### config.mk
export PLATFORM = sky130hd
export DESIGN_NAME = mc_control_unit_flat
export DESIGN_NICKNAME = d
export VERILOG_FILES = /design/src/rtl/mc_control_unit_pkg.sv /design/src/rtl/mc_control_unit_if.sv /design/src/rtl/mc_control_unit_timer.sv /design/src/rtl/mc_control_unit.sv /design/src/flat_wrapper.sv
export SDC_FILE = /design/constraint.sdc
export NUM_CORES = 1
export LEC_CHECK = 0
export CORE_UTILIZATION = 43
export CTS_CLUSTER_DIAMETER = 200
export DETAILED_ROUTE_END_ITERATION = 12
export GPL_TIMING_DRIVEN = 0
export PLACE_DENSITY = 0.79
export SYNTH_ARGS = -nofsm -noshare
export SYNTH_HDL_FRONTEND = slang
export SYNTH_SLANG_ARGS = --single-unit
### constraint.sdc
create_clock -name clk -period 2.14 [get_ports clk]
set_input_delay 0.321 -clock clk [delete_from_list [all_inputs] [get_ports clk]]
set_output_delay 0.321 -clock clk [all_outputs]
set_load 0.03 [all_outputs]
### src/rtl/mc_control_unit_pkg.sv
// Shared types for the multicycle control unit: FSM states,
// instruction class codes and datapath mux / ALU encodings.
package cpu_ctrl_pkg;

   typedef enum logic [3:0] {
      FETCH   = 4'd0,
      DECODE  = 4'd1,
      MEMADDR = 4'd2,
      MEMRD   = 4'd3,
      MEMWB   = 4'd4,
      MEMWR   = 4'd5,
      REXEC   = 4'd6,
      RWB     = 4'd7,
      BRANCH  = 4'd8,
      JUMP    = 4'd9,
      IEXEC   = 4'd10,
      IWB     = 4'd11,
      FAULT   = 4'd12
   } state_e;

   localparam logic [2:0] CLS_R   = 3'b000;
   localparam logic [2:0] CLS_I   = 3'b100;
   localparam logic [2:0] CLS_BR  = 3'b010;
   localparam logic [2:0] CLS_MEM = 3'b001;
   localparam logic [2:0] CLS_J   = 3'b111;

   localparam logic [1:0] PC_ALU = 2'b00;
   localparam logic [1:0] PC_BR  = 2'b01;
   localparam logic [1:0] PC_JMP = 2'b10;

   localparam logic [1:0] DS_MDR = 2'b00;
   localparam logic [1:0] DS_ALU = 2'b01;
   localparam logic [1:0] DS_PC  = 2'b10;

   localparam logic [1:0] ALU_ADD   = 2'b00;
   localparam logic [1:0] ALU_SUB   = 2'b01;
   localparam logic [1:0] ALU_FUNCT = 2'b10;

   // States that wait on the mem_ready handshake.
   function automatic logic is_mem_wait(state_e s);
      return (s == FETCH) || (s == MEMRD) || (s == MEMWR);
   endfunction

endpackage

### src/rtl/mc_control_unit_if.sv
// Control bundle between the control unit and the datapath.
// master: control unit (drives controls); slave: datapath side.
interface mc_control_unit_if #(
   parameter int OPCODE_W = 6
);
   logic [OPCODE_W-1:0] opcode;
   logic                mem_ready;
   logic                pc_cond;
   logic                pc_write;
   logic [1:0]          pc_src;
   logic                mem_src;
   logic                mem_read;
   logic                mem_write;
   logic                ir_write;
   logic                reg_src;
   logic                reg_write;
   logic [1:0]          data_src;
   logic                link_dst;
   logic                a_src;
   logic [1:0]          b_src;
   logic [1:0]          alu_op;
   logic                branch_ne;
   logic                instr_done;
   logic                fault;
   logic [3:0]          state;

   modport master (
      input  opcode, mem_ready,
      output pc_cond, pc_write, pc_src, mem_src, mem_read,
      output mem_write, ir_write, reg_src, reg_write, data_src,
      output link_dst, a_src, b_src, alu_op, branch_ne,
      output instr_done, fault, state
   );

   modport slave (
      output opcode, mem_ready,
      input  pc_cond, pc_write, pc_src, mem_src, mem_read,
      input  mem_write, ir_write, reg_src, reg_write, data_src,
      input  link_dst, a_src, b_src, alu_op, branch_ne,
      input  instr_done, fault, state
   );
endinterface

### src/rtl/mc_control_unit_timer.sv
// Memory wait counter. Counts cycles spent waiting on mem_ready;
// ports: clk, reset, clear, waiting (wait cycle), expired.
module mem_wait_timer #(
   parameter int MEM_TIMEOUT = 15
) (
   input  logic clk,
   input  logic reset,
   input  logic clear,
   input  logic waiting,
   output logic expired
);
   localparam int W =
      (MEM_TIMEOUT > 0) ? $clog2(MEM_TIMEOUT + 1) : 1;
   localparam logic [W-1:0] LIMIT = W'(MEM_TIMEOUT);

   logic [W-1:0] cnt;

   // Holds at LIMIT once reached; a zero limit never expires.
   assign expired = (MEM_TIMEOUT > 0) && (cnt == LIMIT);

   always_ff @(posedge clk) begin
      if (reset || clear)
         cnt <= '0;
      else if (waiting && !expired)
         cnt <= cnt + W'(1);
   end
endmodule

### src/rtl/mc_control_unit.sv
// Multicycle control FSM with mem_ready stalls and timeout fault.
// Ports: clk, reset (sync, active-high), bus (control bundle).
module mc_control_unit
   import cpu_ctrl_pkg::*;
#(
   parameter int OPCODE_W    = 6,
   parameter int MEM_TIMEOUT = 15
) (
   input  logic         clk,
   input  logic         reset,
   mc_control_unit_if.master bus
);
   state_e     state_q;
   state_e     state_d;
   logic [2:0] cls;
   logic       sub;
   logic       rdy;
   logic       expired;
   logic       waiting;
   logic       unused_op;

   assign cls       = bus.opcode[OPCODE_W-1 -: 3];
   assign sub       = bus.opcode[0];
   assign rdy       = bus.mem_ready;
   assign unused_op = ^bus.opcode;
   assign waiting   = is_mem_wait(state_q) && !rdy;

   // Any state change clears the counter, which covers
   // every entry into a memory-wait state.
   mem_wait_timer #(.MEM_TIMEOUT(MEM_TIMEOUT)) u_timer (
      .clk     (clk),
      .reset   (reset),
      .clear   (state_d != state_q),
      .waiting (waiting),
      .expired (expired)
   );

   always_comb begin
      state_d = state_q;
      unique case (state_q)
         FETCH:
            if (rdy)          state_d = DECODE;
            else if (expired) state_d = FAULT;
         DECODE:
            unique case (1'b1)
               (cls == CLS_R):   state_d = REXEC;
               (cls == CLS_I):   state_d = IEXEC;
               (cls == CLS_BR):  state_d = BRANCH;
               (cls == CLS_MEM): state_d = MEMADDR;
               (cls == CLS_J):   state_d = JUMP;
               default:          state_d = FAULT;
            endcase
         MEMADDR: state_d = sub ? MEMWR : MEMRD;
         MEMRD:
            if (rdy)          state_d = MEMWB;
            else if (expired) state_d = FAULT;
         MEMWR:
            if (rdy)          state_d = FETCH;
            else if (expired) state_d = FAULT;
         REXEC:   state_d = RWB;
         IEXEC:   state_d = IWB;
         MEMWB,
         RWB,
         IWB,
         BRANCH,
         JUMP:    state_d = FETCH;
         FAULT:   state_d = FAULT;
         default: state_d = FAULT;
      endcase
   end

   always_ff @(posedge clk) begin
      if (reset) state_q <= FETCH;
      else       state_q <= state_d;
   end

   assign bus.state = state_q;
   assign bus.fault = (state_q == FAULT);

   always_comb begin
      bus.pc_cond    = 1'b0;
      bus.pc_write   = 1'b0;
      bus.pc_src     = PC_ALU;
      bus.mem_src    = 1'b0;
      bus.mem_read   = 1'b0;
      bus.mem_write  = 1'b0;
      bus.ir_write   = 1'b0;
      bus.reg_src    = 1'b0;
      bus.reg_write  = 1'b0;
      bus.data_src   = DS_MDR;
      bus.link_dst   = 1'b0;
      bus.a_src      = 1'b0;
      bus.b_src      = 2'b00;
      bus.alu_op     = ALU_ADD;
      bus.branch_ne  = 1'b0;
      bus.instr_done = 1'b0;
      unique case (state_q)
         FETCH: begin
            bus.mem_read = 1'b1;
            bus.b_src    = 2'b01;
            bus.ir_write = rdy;
            bus.pc_write = rdy;
         end
         DECODE: bus.b_src = 2'b11;
         MEMADDR: begin
            bus.a_src = 1'b1;
            bus.b_src = 2'b10;
         end
         MEMRD: begin
            bus.mem_read = 1'b1;
            bus.mem_src  = 1'b1;
         end
         MEMWR: begin
            bus.mem_write  = 1'b1;
            bus.mem_src    = 1'b1;
            bus.instr_done = rdy;
         end
         MEMWB: begin
            bus.reg_write  = 1'b1;
            bus.data_src   = DS_MDR;
            bus.instr_done = 1'b1;
         end
         REXEC: begin
            bus.a_src  = 1'b1;
            bus.alu_op = ALU_FUNCT;
         end
         RWB: begin
            bus.reg_write  = 1'b1;
            bus.reg_src    = 1'b1;
            bus.data_src   = DS_ALU;
            bus.instr_done = 1'b1;
         end
         IEXEC: begin
            bus.a_src  = 1'b1;
            bus.b_src  = 2'b10;
            bus.alu_op = ALU_FUNCT;
         end
         IWB: begin
            bus.reg_write  = 1'b1;
            bus.data_src   = DS_ALU;
            bus.instr_done = 1'b1;
         end
         BRANCH: begin
            bus.a_src      = 1'b1;
            bus.alu_op     = ALU_SUB;
            bus.pc_cond    = 1'b1;
            bus.pc_src     = PC_BR;
            bus.branch_ne  = sub;
            bus.instr_done = 1'b1;
         end
         JUMP: begin
            bus.pc_write   = 1'b1;
            bus.pc_src     = PC_JMP;
            bus.instr_done = 1'b1;
            if (sub) begin
               bus.reg_write = 1'b1;
               bus.data_src  = DS_PC;
               bus.link_dst  = 1'b1;
            end
         end
         default: ;
      endcase
   end
endmodule

### src/flat_wrapper.sv
// flat-port wrapper written by rule: the top's interface ports become plain ports
module mc_control_unit_flat import cpu_ctrl_pkg::*;
#(
   parameter int OPCODE_W    = 6,
   parameter int MEM_TIMEOUT = 15
)
  (clk, reset, bus_opcode, bus_mem_ready, bus_pc_cond, bus_pc_write, bus_pc_src, bus_mem_src, bus_mem_read, bus_mem_write, bus_ir_write, bus_reg_src, bus_reg_write, bus_data_src, bus_link_dst, bus_a_src, bus_b_src, bus_alu_op, bus_branch_ne, bus_instr_done, bus_fault, bus_state);
  mc_control_unit_if #(.OPCODE_W(OPCODE_W)) bus_i ();
  input  logic clk;
  input  logic reset;
  input wire logic [$bits(bus_i.opcode)-1:0] bus_opcode;
  input wire logic [$bits(bus_i.mem_ready)-1:0] bus_mem_ready;
  output wire logic [$bits(bus_i.pc_cond)-1:0] bus_pc_cond;
  output wire logic [$bits(bus_i.pc_write)-1:0] bus_pc_write;
  output wire logic [$bits(bus_i.pc_src)-1:0] bus_pc_src;
  output wire logic [$bits(bus_i.mem_src)-1:0] bus_mem_src;
  output wire logic [$bits(bus_i.mem_read)-1:0] bus_mem_read;
  output wire logic [$bits(bus_i.mem_write)-1:0] bus_mem_write;
  output wire logic [$bits(bus_i.ir_write)-1:0] bus_ir_write;
  output wire logic [$bits(bus_i.reg_src)-1:0] bus_reg_src;
  output wire logic [$bits(bus_i.reg_write)-1:0] bus_reg_write;
  output wire logic [$bits(bus_i.data_src)-1:0] bus_data_src;
  output wire logic [$bits(bus_i.link_dst)-1:0] bus_link_dst;
  output wire logic [$bits(bus_i.a_src)-1:0] bus_a_src;
  output wire logic [$bits(bus_i.b_src)-1:0] bus_b_src;
  output wire logic [$bits(bus_i.alu_op)-1:0] bus_alu_op;
  output wire logic [$bits(bus_i.branch_ne)-1:0] bus_branch_ne;
  output wire logic [$bits(bus_i.instr_done)-1:0] bus_instr_done;
  output wire logic [$bits(bus_i.fault)-1:0] bus_fault;
  output wire logic [$bits(bus_i.state)-1:0] bus_state;
  assign bus_i.opcode = bus_opcode;
  assign bus_i.mem_ready = bus_mem_ready;
  assign bus_pc_cond = bus_i.pc_cond;
  assign bus_pc_write = bus_i.pc_write;
  assign bus_pc_src = bus_i.pc_src;
  assign bus_mem_src = bus_i.mem_src;
  assign bus_mem_read = bus_i.mem_read;
  assign bus_mem_write = bus_i.mem_write;
  assign bus_ir_write = bus_i.ir_write;
  assign bus_reg_src = bus_i.reg_src;
  assign bus_reg_write = bus_i.reg_write;
  assign bus_data_src = bus_i.data_src;
  assign bus_link_dst = bus_i.link_dst;
  assign bus_a_src = bus_i.a_src;
  assign bus_b_src = bus_i.b_src;
  assign bus_alu_op = bus_i.alu_op;
  assign bus_branch_ne = bus_i.branch_ne;
  assign bus_instr_done = bus_i.instr_done;
  assign bus_fault = bus_i.fault;
  assign bus_state = bus_i.state;
  mc_control_unit #(.OPCODE_W(OPCODE_W), .MEM_TIMEOUT(MEM_TIMEOUT)) u_core (.clk(clk), .reset(reset), .bus(bus_i));
endmodule
# Yosys cells after proc, flatten, opt, wreduce, memory -nomap -nowiden
# Cells that the tools add are included.
# word_totals
reg_bits	8
latch_bits	0
ramBits	0
mem_bits_ro	0
inputBits	9
output_inout_bits	25
wordCells	63
mem_count	0
# classes
addsub	1
n_mul	0
div_mod_pow	0
magnitude_cmp	0
n_eq_ne	18
shift	0
mux	25
bitwise	0
reduce_logical	17
# ops
operator	n
case mux 4 bit (8 select lines)	1
equality test 4 bit, second input constant	6
case mux 4 bit (5 select lines)	1
equality test 4 x 3 -> 1 bit, second input constant	4
two-way mux 4 bit	4
case mux 2 bit (2 select lines)	3
two-way mux 1 bit	10
OR reduction 2 bit	5
equality test 4 x 2 -> 1 bit, second input constant	2
equality test 3 bit, second input constant	2
case mux 1 bit (2 select lines)	3
case mux 2 bit (3 select lines)	1
OR reduction 5 bit	1
adder 4 x 1 -> 4 bit, second input constant	1
equality test 4 x 1 -> 1 bit, second input constant	1
zero test 4 bit	1
!= test 4 bit	1
OR reduction 4 bit	1
equality test 3 x 1 -> 1 bit, second input constant	1
equality test 3 x 2 -> 1 bit, second input constant	1
zero test 3 bit	1
logical OR 1 bit	3
two-way mux 3 bit	1
OR reduction 3 bit	1
other kinds (3)	5

# Logic depth before layout (Yosys ltp)
# Gate-level depths: netlist of run 1.
# logic_depth
word_depth	6
ltp_mapped	7
mapped_depth_nobuf	6

# Cells and area by module
# Synthesis of run 1 repeated with hierarchy kept, for this count alone.
# unflattened
hier_cells	123
hier_area_um2	860.8
# modules_own_cells
mod	n_inst	cells_each	area_each_um2	seq_area_each_um2
mc_control_unit	1	101	649.4	80.1
mem_wait_timer	1	22	211.5	80.1

# Worst setup path after synthesis of run 1
# No wires, ideal clock.
# synth_timing
kind	register to output
startpoint	register u_core.state_q[2] (netlist: u_core.bus.state[2])
endpoint	output bus_data_src[1]
t_arrival_ps	1959
t_required_ps	1819
slack_ps	-140
path_stages_with_launch	6
path_buffers	2
path_cell_list	dfxtp_1 -> buf_4 -> inv_2 -> nand2_1 -> nor3_1 -> buf_4
# synth_via
elab_chain_len	3
# synth_rtl
item	line	rtl
start: declaration	mc_control_unit.sv:13	state_e state_q;
start signal: assignment	mc_control_unit.sv:74	else state_q <= state_d;
equality test 4 x 3 -> 1 bit or equality test 4 bit (tied branches)	mc_control_unit.sv:97	unique case (state_q)
OR reduction 2 bit (no source line)	-	
case mux 2 bit (2 select lines) *	mc_control_unit.sv:97	
end: declaration	flat_wrapper.sv:22	output wire logic [$bits(bus_i.data_src)-1:0] bus_data_src;
# Mark *: on every way between the ends. The rest lies on a longest branch, timed or not.

# Worst setup path in the final report of run 1
# layout_timing
startpoint	register u_core.state_q[1] (netlist: u_core.bus.state[1])
endpoint	output bus_alu_op[0]
# layout_via
elab_chain_len	3
# layout_rtl
item	line	rtl
equality test 4 x 3 -> 1 bit or equality test 4 bit (tied branches)	mc_control_unit.sv:97	
OR reduction 2 bit (no source line)	-	
case mux 2 bit (2 select lines) *	mc_control_unit.sv:97	
end: declaration	flat_wrapper.sv:26	output wire logic [$bits(bus_i.alu_op)-1:0] bus_alu_op;
# Marked as above.

==> key figures, run 1 <==
Floorplanning
  • Initial Util: a little under half
  • Die area: 0.00222 mm²
  • Ports: 34
  • Die Y: 47.1 µm
  • CORE AREA: about 0.0018 mm²
  • Row cnt: 15
  • Die width: roughly 47 µm

Setup path
  • CP max FO: 10
  • Worst Setup End Kind: output pin
  • R2R setup slack: 0.15 ns
  • Required time of the critical path: approximately 1.8 ns
  • FF-to-FF Start: u_core.bus.state[0]$_SDFF_PP0_
  • End of the worst register-to-register path: u_core.u_timer.cnt[1]$_SDFFE_PP0P_
  • Crit path DAT: between 1.5 and 2 ns
  • CP startpoint kind: flip-flop
  • Worst Reg2Reg Path Length in Cells: 6
  • Critical path type: flip-flop to output pin

Detailed routing
  • Drt total wl: ~2400 µm
  • DRC: 0
  • Final ANT Viol Nets: 0
  • DR pass1 iterations: 4
  • DR WL/cell: roughly 13 µm
  • Via count: 1,049
  • DR iter-0 viols: 40
  • Via density: 5.73

Min path
  • Worst Hold Launch: u_core.u_timer.cnt[1]$_SDFFE_PP0P_
  • Hold Path Class: flip-flop to flip-flop
  • Worst Hold End: u_core.u_timer.cnt[1]$_SDFFE_PP0P_
  • Worst hold path depth: 2

Pwr
  • Pleak: about 0.00054 µW
  • Power density cells: 514 mW/mm²
  • Worst vdd ir: 0.000487 V

Placed design
  • Routability cong.: just over 0.9
  • Cells after DPL: 180
  • Detailed-placement wirelength estimate: approximately 1900 µm
  • IO buf count: 31

Final layout
  • Finished Layout Cells: approximately 180
  • Final core utilization: between 60% and 70%
  • Nets: 170
  • Fraction of layout cells with a size suffix above 1: approximately 20%
  • Fillcell total: ~180
  • Ant diodes: 0
  • Layout Area Growth over Synthesis: 41.8%

CTS
  • Clock transition at path regs: 0.05 ns
  • CTS sink cnt: 8
  • Hold_buf cts: 0
  • Clk root buf: clkbuf_4
  • CTS tree: yes
  • Total clock buffers created by CTS: 3
  • CTS H-tree depth: 1
  • Worst-Skew Late Latency: ~0.25 ns
  • CTS Buffer Depth: 2
  • Post-CTS Repair Setup Buffers: 0

Synth
  • Net Count, Synth: between 100 and 150
  • Post-Syn Instances: roughly 120
  • Post-synthesis simple-gate area fraction: 37.2%
  • Yosys warns: 0
  • Sequential element share of the synthesized area: between 10% and 20%
  • Synth Area in Compound Gates: a little over a fifth
  • Largest family of logic cells by synthesized area: simple AND/OR/NAND/NOR gates
  • Post-synthesis adder-cell area fraction: under 10%
  • Mux contribution to synthesized area: roughly 2.3%
  • Cell area after synthesis: slightly below 900 µm²
  • Post-synth cell types: 40
  • Xor-xnor portion of the synthesized cell area: 5.73%
  • Synth Register Bits: 8
  • Syn Area/Cell: around 7.0 µm²

STA
  • Max-slew violation count: 0
  • Fmax: 0.482 GHz
  • Worst Max-Slew Pin Slew: ~0.4 ns
  • Final hold vios: 0
  • Setup Viol. Count Final: 0
  • Final TNS setup: 0 ns
  • Slew Limit Headroom: 73.1%
  • Unrepaired setup endpoints after global routing: yes
  • Fin crit share: a little over nine tenths
  • Clock Skew: 0.000414 ns
  • Fin crit period: slightly above 2 ns

Global route
  • Initial antenna violation count: 0
  • Largest net degree at the start of global routing: 11
  • Tot GR Track Use: roughly a quarter
  • Total grt overflow: 0
  • Global-route wire length before repair: ~3800 µm
  • Vias in the first global route: slightly below 900

Run status
  • Status: finished, final reports clean

Flow run
  • Max-cap violations: 0
## synth_stat cells
cell	count	share of area (%)
or2_0	1	0.72
a21oi_1	8	4.6
nand4b_1	1	1.0
a221oi_1	1	1.0
inv_1	4	1.7
a31o_2	1	1.0
ha_1	1	1.4
buf_4	8	6.9
o2111ai_1	1	1.0
o31ai_1	1	0.86
a31oi_1	4	2.9
nand2b_1	7	5.0
nor2b_1	2	1.4
nor3_1	17	9.7
a32o_1	1	1.1
o311a_1	1	1.1
maj3_1	1	1.1
o21a_1	1	0.86
nand3_1	5	2.9
o21ai_0	2	1.1
nor4bb_1	1	1.1
o41ai_1	1	1.0
buf_2	2	1.1
o31a_1	1	1.0
or4b_4	1	1.6
or2_1	1	0.72
mux2i_1	2	2.3
nor3b_1	1	0.86
o22ai_1	3	2.1
nand2_1	11	4.7
or2_2	1	0.72
clkbuf_1	1	0.43
nor4_1	1	0.72
xor3_1	1	2.7
a22o_2	1	1.1
nor2_1	14	6.0
inv_2	1	0.43
dfxtp_1	8	18
buf_12	1	2.3
xnor2_1	3	3.0
## metrics by stage
stage	hold slack (ns)	cell area [µm²]	setup slack [ns]	total power, µW
after global placement	0.526	1240	-0.140	541
final	0.550	1240	0.0674	637
after detailed placement	0.534	1240	-0.175	546
after floorplan	0.390	895	0.0872	423
after global routing	0.562	1240	-0.0122	677
after CTS	0.551	1250	0.00222	642
## flip-flops by register name, summed over array words and instances (netlist names)
register and cells:
u_core.bus.state 4, u_core.u_timer.cnt 4
## kinds of logic after synthesis
| logic type | Yosys count |
|---|---|
| and+or+nand+nor | 64 |
| AOI/OAI and AO/OA | 27 |
| buffers and inverters | 17 |
| DFF | 8 |
| xor gates and xnor gates | 4 |
| muxes | 2 |
| adders and majority gates | 2 |
## area by class of cell
type / instances / area (µm²) / area share, %
repair buffers: 31 / 272 / 21.9
plain buffers: 12 / 95.1 / 7.68
well taps: 25 / 31.3 / 2.53
inverters: 5 / 18.8 / 1.52
clock buffers: 3 / 22.5 / 1.82
flip-flops and latches: 8 / 160 / 12.9
multi-input cells: 99 / 639 / 51.6
## timing repair
action	in CTS	in global routing
resized for setup	30	11
endpoints found under the setup margin	21	8
endpoints found under the hold margin	0	0
## where the power goes
group / internal [µW] / switching (µW)
registers: 158 / 7.75
logic: 142 / 219
clock network: 63.8 / 46.2
## placed cells by master (no fill, tap or decap), drive strengths merged, types with 2 or more instances in the layout
master / count
a21oi: 8
or2: 3
buf: 13
o22ai: 3
dlygate4sd2: 15
dfxtp: 8
nand3: 5
nand2: 11
nor2b: 2
xnor2: 3
mux2i: 2
nor2: 14
inv: 5
clkdlybuf4s50: 10
a31oi: 4
clkbuf: 6
nor3: 17
nand2b: 7
o21ai: 2
clkdlybuf4s15: 2
## routing by layer
metal  vias to the layer above  global-route usage [%]  part of all wire [%]
met1                       478                    34.3                    45
met5                         -                       0                     0
met2                        56                    37.5                    48
met3                         2                    7.31                   6.5
li1                        513                       -                     -
met4                         0                    1.71                  0.41
## critical path, cell delays in order (launching register included)
cell           delay [ns]
dfxtp_1              0.31
buf_2                0.16
buf_4                0.18
buf_4                0.18
nor3_2               0.17
buf_4                0.13
dlygate4sd2_1        0.38
## worst max path at each step
stage	start	endpoint	slack [ns]	cells after the start
after global routing	bus_mem_ready	bus_instr_done	-0.01	6
after global placement	bus_mem_ready	bus_instr_done	-0.14	6
final	u_core.bus.state[1]$_SDFF_PP0_	bus_alu_op[0]	0.07	6
after floorplan	u_core.bus.state[3]$_SDFF_PP0_	bus_reg_write	0.09	4
after CTS	u_core.bus.state[3]$_SDFF_PP0_	bus_reg_write	0.002	7
after detailed placement	u_core.bus.state[2]$_SDFF_PP0_	bus_pc_write	-0.18	6
Power figures use the tool's default switching activity.
==> run 2: changes to the inputs <==
Settings changed: CELL_PAD_IN_SITES_DETAIL_PLACEMENT set to 1, CELL_PAD_IN_SITES_GLOBAL_PLACEMENT set to 2, CORE_UTILIZATION 43 to 22, GPL_TIMING_DRIVEN 0 to not set, PLACE_DENSITY 0.79 to not set, PLACE_DENSITY_LB_ADDON set to 0.1.
==> key figures, run 2 (synthesis results as in run 1) <==
Run status
  • Status: finished, final reports clean

Detailed routing
  • Via density: 4.85 (-15%)
  • DR pass1 iterations: 4 (unchanged)
  • DR iter-0 viols: 32 (-20%)
  • Drt total wl: 3150 µm (+30%)
  • DR WL/cell: 14.6 µm (+11%)
  • DRC: 0 (unchanged)
  • Final ANT Viol Nets: 0 (unchanged)
  • Via count: 1,047 (-0.19%)

CTS
  • Clk root buf: clkbuf_8
  • CTS H-tree depth: 1 (unchanged)
  • Hold_buf cts: 0 (unchanged)
  • Total clock buffers created by CTS: 3 (unchanged)
  • Clock transition at path regs: 0.04 ns (about the same)
  • CTS sink cnt: 8 (unchanged)
  • CTS Buffer Depth: 2 (unchanged)
  • Worst-Skew Late Latency: 0.23 ns (-0.02 ns)
  • CTS tree: yes

Setup path
  • End of the worst register-to-register path: u_core.u_timer.cnt[2]$_SDFFE_PP0P_
  • Critical-path top delay cell: or4b_4
  • Worst Setup End Kind: flip-flop
  • CP top delay family: simple AND/OR/NAND/NOR gates
  • R2R setup slack: 0.20 ns (+0.05 ns)
  • Required time of the critical path: 2.29 ns (+0.47 ns)
  • CP endpoint: u_core.u_timer.cnt[2]$_SDFFE_PP0P_
  • CP max FO: 4 (-6)
  • FF-to-FF Start: u_core.bus.state[2]$_SDFF_PP0_
  • CP Depth: 6 (unchanged)
  • Critical path type: input port to flip-flop
  • Crit path DAT: 2.17 ns (+0.42 ns)
  • CP bufs+invs: 1 (-4)
  • Max incr delay on CP: 0.51 ns (+0.13 ns)
  • Worst Reg2Reg Path Length in Cells: 6 (unchanged)
  • Critical path cell sequence: clkdlybuf4s50_1 > xor3_1 > nor2_1 > o31a_1 > or4b_4 > nor3_1
  • Worst Setup SP: bus_opcode[4]
  • CP startpoint kind: input port

Floorplanning
  • Die width: 65.0 µm (+38%)
  • Ports: 34 (unchanged)
  • Row cnt: 22 (+7)
  • Die Y: 65.0 µm (+38%)
  • CORE AREA: 0.00374 mm² (+110%)
  • Die area: 0.00423 mm² (+91%)
  • Initial Util: 23.3% (-25 points)

Pwr
  • Power density cells: 560 mW/mm² (+8.8%)
  • Worst vdd ir: 0.000172 V (-65%)
  • Power, Total: 755 µW (+18%)
  • Pleak: 0.000559 µW (+4.3%)

Final layout
  • Register Area: 161 µm² (+0.78%)
  • Multi-input gate area: 622 µm² (-2.7%)
  • Fraction of layout cells with a size suffix above 1: 31.5% (+11 points)
  • Ant diodes: 0 (unchanged)
  • Fillcell total: 486 (+160%)
  • Nets: 180 (+5.9%)
  • Commonest cells after routing, fill and taps aside: buf_4 (39), nor2_1 (14), nor3_1 (14)
  • Final core utilization: 36.0% (-32 points)
  • Layout Area Growth over Synthesis: 54.4%
  • Commonest non-fill, non-tap cell in the layout: buf_4

Global route
  • Global-route wire length before repair: 5040 µm (+32%)
  • Vias in the first global route: 1,054 (+20%)
  • Total grt overflow: 0 (unchanged)
  • Largest net degree at the start of global routing: 25 (+14)
  • Tot GR Track Use: 15.8% (-8.3 points)
  • Initial antenna violation count: 0 (unchanged)

STA
  • Fmax: 0.496 GHz (+2.7%)
  • Max-slew violation count: 0 (unchanged)
  • Final hold vios: 0 (unchanged)
  • Worst Max-Slew Pin Slew: 0.379 ns (-0.0228 ns)
  • Fin crit share: 94.3% (-2.6 points)
  • Clock Skew: 0.00186 ns (+0.00145 ns)
  • Slew Limit Headroom: 74.4% (+1.3 points)
  • Setup Viol. Count Final: 0 (unchanged)
  • Fin crit period: 2.02 ns (-0.0548 ns)
  • Unrepaired setup endpoints after global routing: no

Placed design
  • Detailed-placement wirelength estimate: 2500 µm (+35%)
  • Routability cong.: 0.799 (-14%)
  • IO buf count: 31 (unchanged)

Flow run
  • Max-cap violations: 0 (unchanged)

Min path
  • Hold Path Class: flip-flop to flip-flop
  • Worst Hold Launch: u_core.u_timer.cnt[1]$_SDFFE_PP0P_
-- run 2: layout make-up --
cell class / instances / share of cell area, %
multi-input cells: 99 / 46.1
repair buffers: 53 / 33.0
flip-flops and latches: 8 / 12.0
well taps: 48 / 4.45
clock buffers: 3 / 3.06
inverters: 5 / 1.39
-- run 2: metal layers --
metal | GRT usage, % | wire, µm | vias up
li1 | - | - | 530
met1 | 21.5 | 1560 | 488
met2 | 25.5 | 1460 | 24
met3 | 1.94 | 98 | 5
met4 | 5.00 | 44 | 0
met5 | 0 | 0 | -
-- run 2: stage by stage --
step	std cells	setup TNS [ns]	worst slack (ns)	hold WS (ns)	cell area (µm²)
2_1_floorplan	124	0	0.0872	0.390	895
3_3_place_gp	213	-0.360	-0.0923	0.532	1300
3_5_place_dp	213	-0.498	-0.134	0.543	1300
4_1_cts	216	0	0.0168	0.574	1350
5_1_grt	216	0	0.0192	0.618	1350
6_report	216	0	0.122	0.564	1350
-- run 2: how the worst min path moves through the flow --
stage / slack, ns / endpoint / depth (start not counted)
4_1_cts: 0.57 / u_core.u_timer.cnt[1]$_SDFFE_PP0P_ / 2
3_3_place_gp: 0.53 / u_core.u_timer.cnt[1]$_SDFFE_PP0P_ / 2
2_1_floorplan: 0.39 / u_core.bus.state[2]$_SDFF_PP0_ / 1
5_1_grt: 0.62 / u_core.u_timer.cnt[0]$_SDFFE_PP0P_ / 2
6_report: 0.56 / u_core.u_timer.cnt[1]$_SDFFE_PP0P_ / 2
3_5_place_dp: 0.54 / u_core.u_timer.cnt[1]$_SDFFE_PP0P_ / 2
-- run 2: what timing repair did --
| item | CTS | global route |
|---|---|---|
| endpoints found under the setup margin | 0 | 2 |
| gates resized for setup | 0 | 2 |
| buffers inserted | 0 | 0 |
-- run 2: power breakdown --
part | switching, µW | internal (µW) | total [µW]
Sequential | 16.5 | 159 | 176
Clock | 67.4 | 123 | 190
Combinational | 218 | 171 | 389
-- run 2: worst reg2reg max path, delay by kind of cell, from the launching register on --
family / cells / cell delay [ns]
AND/OR/NAND/NOR: 4 / 0.98
flip-flops: 1 / 0.44
AO/OA/AOI/OAI: 1 / 0.24
buffers and inverters: 1 / 0.21
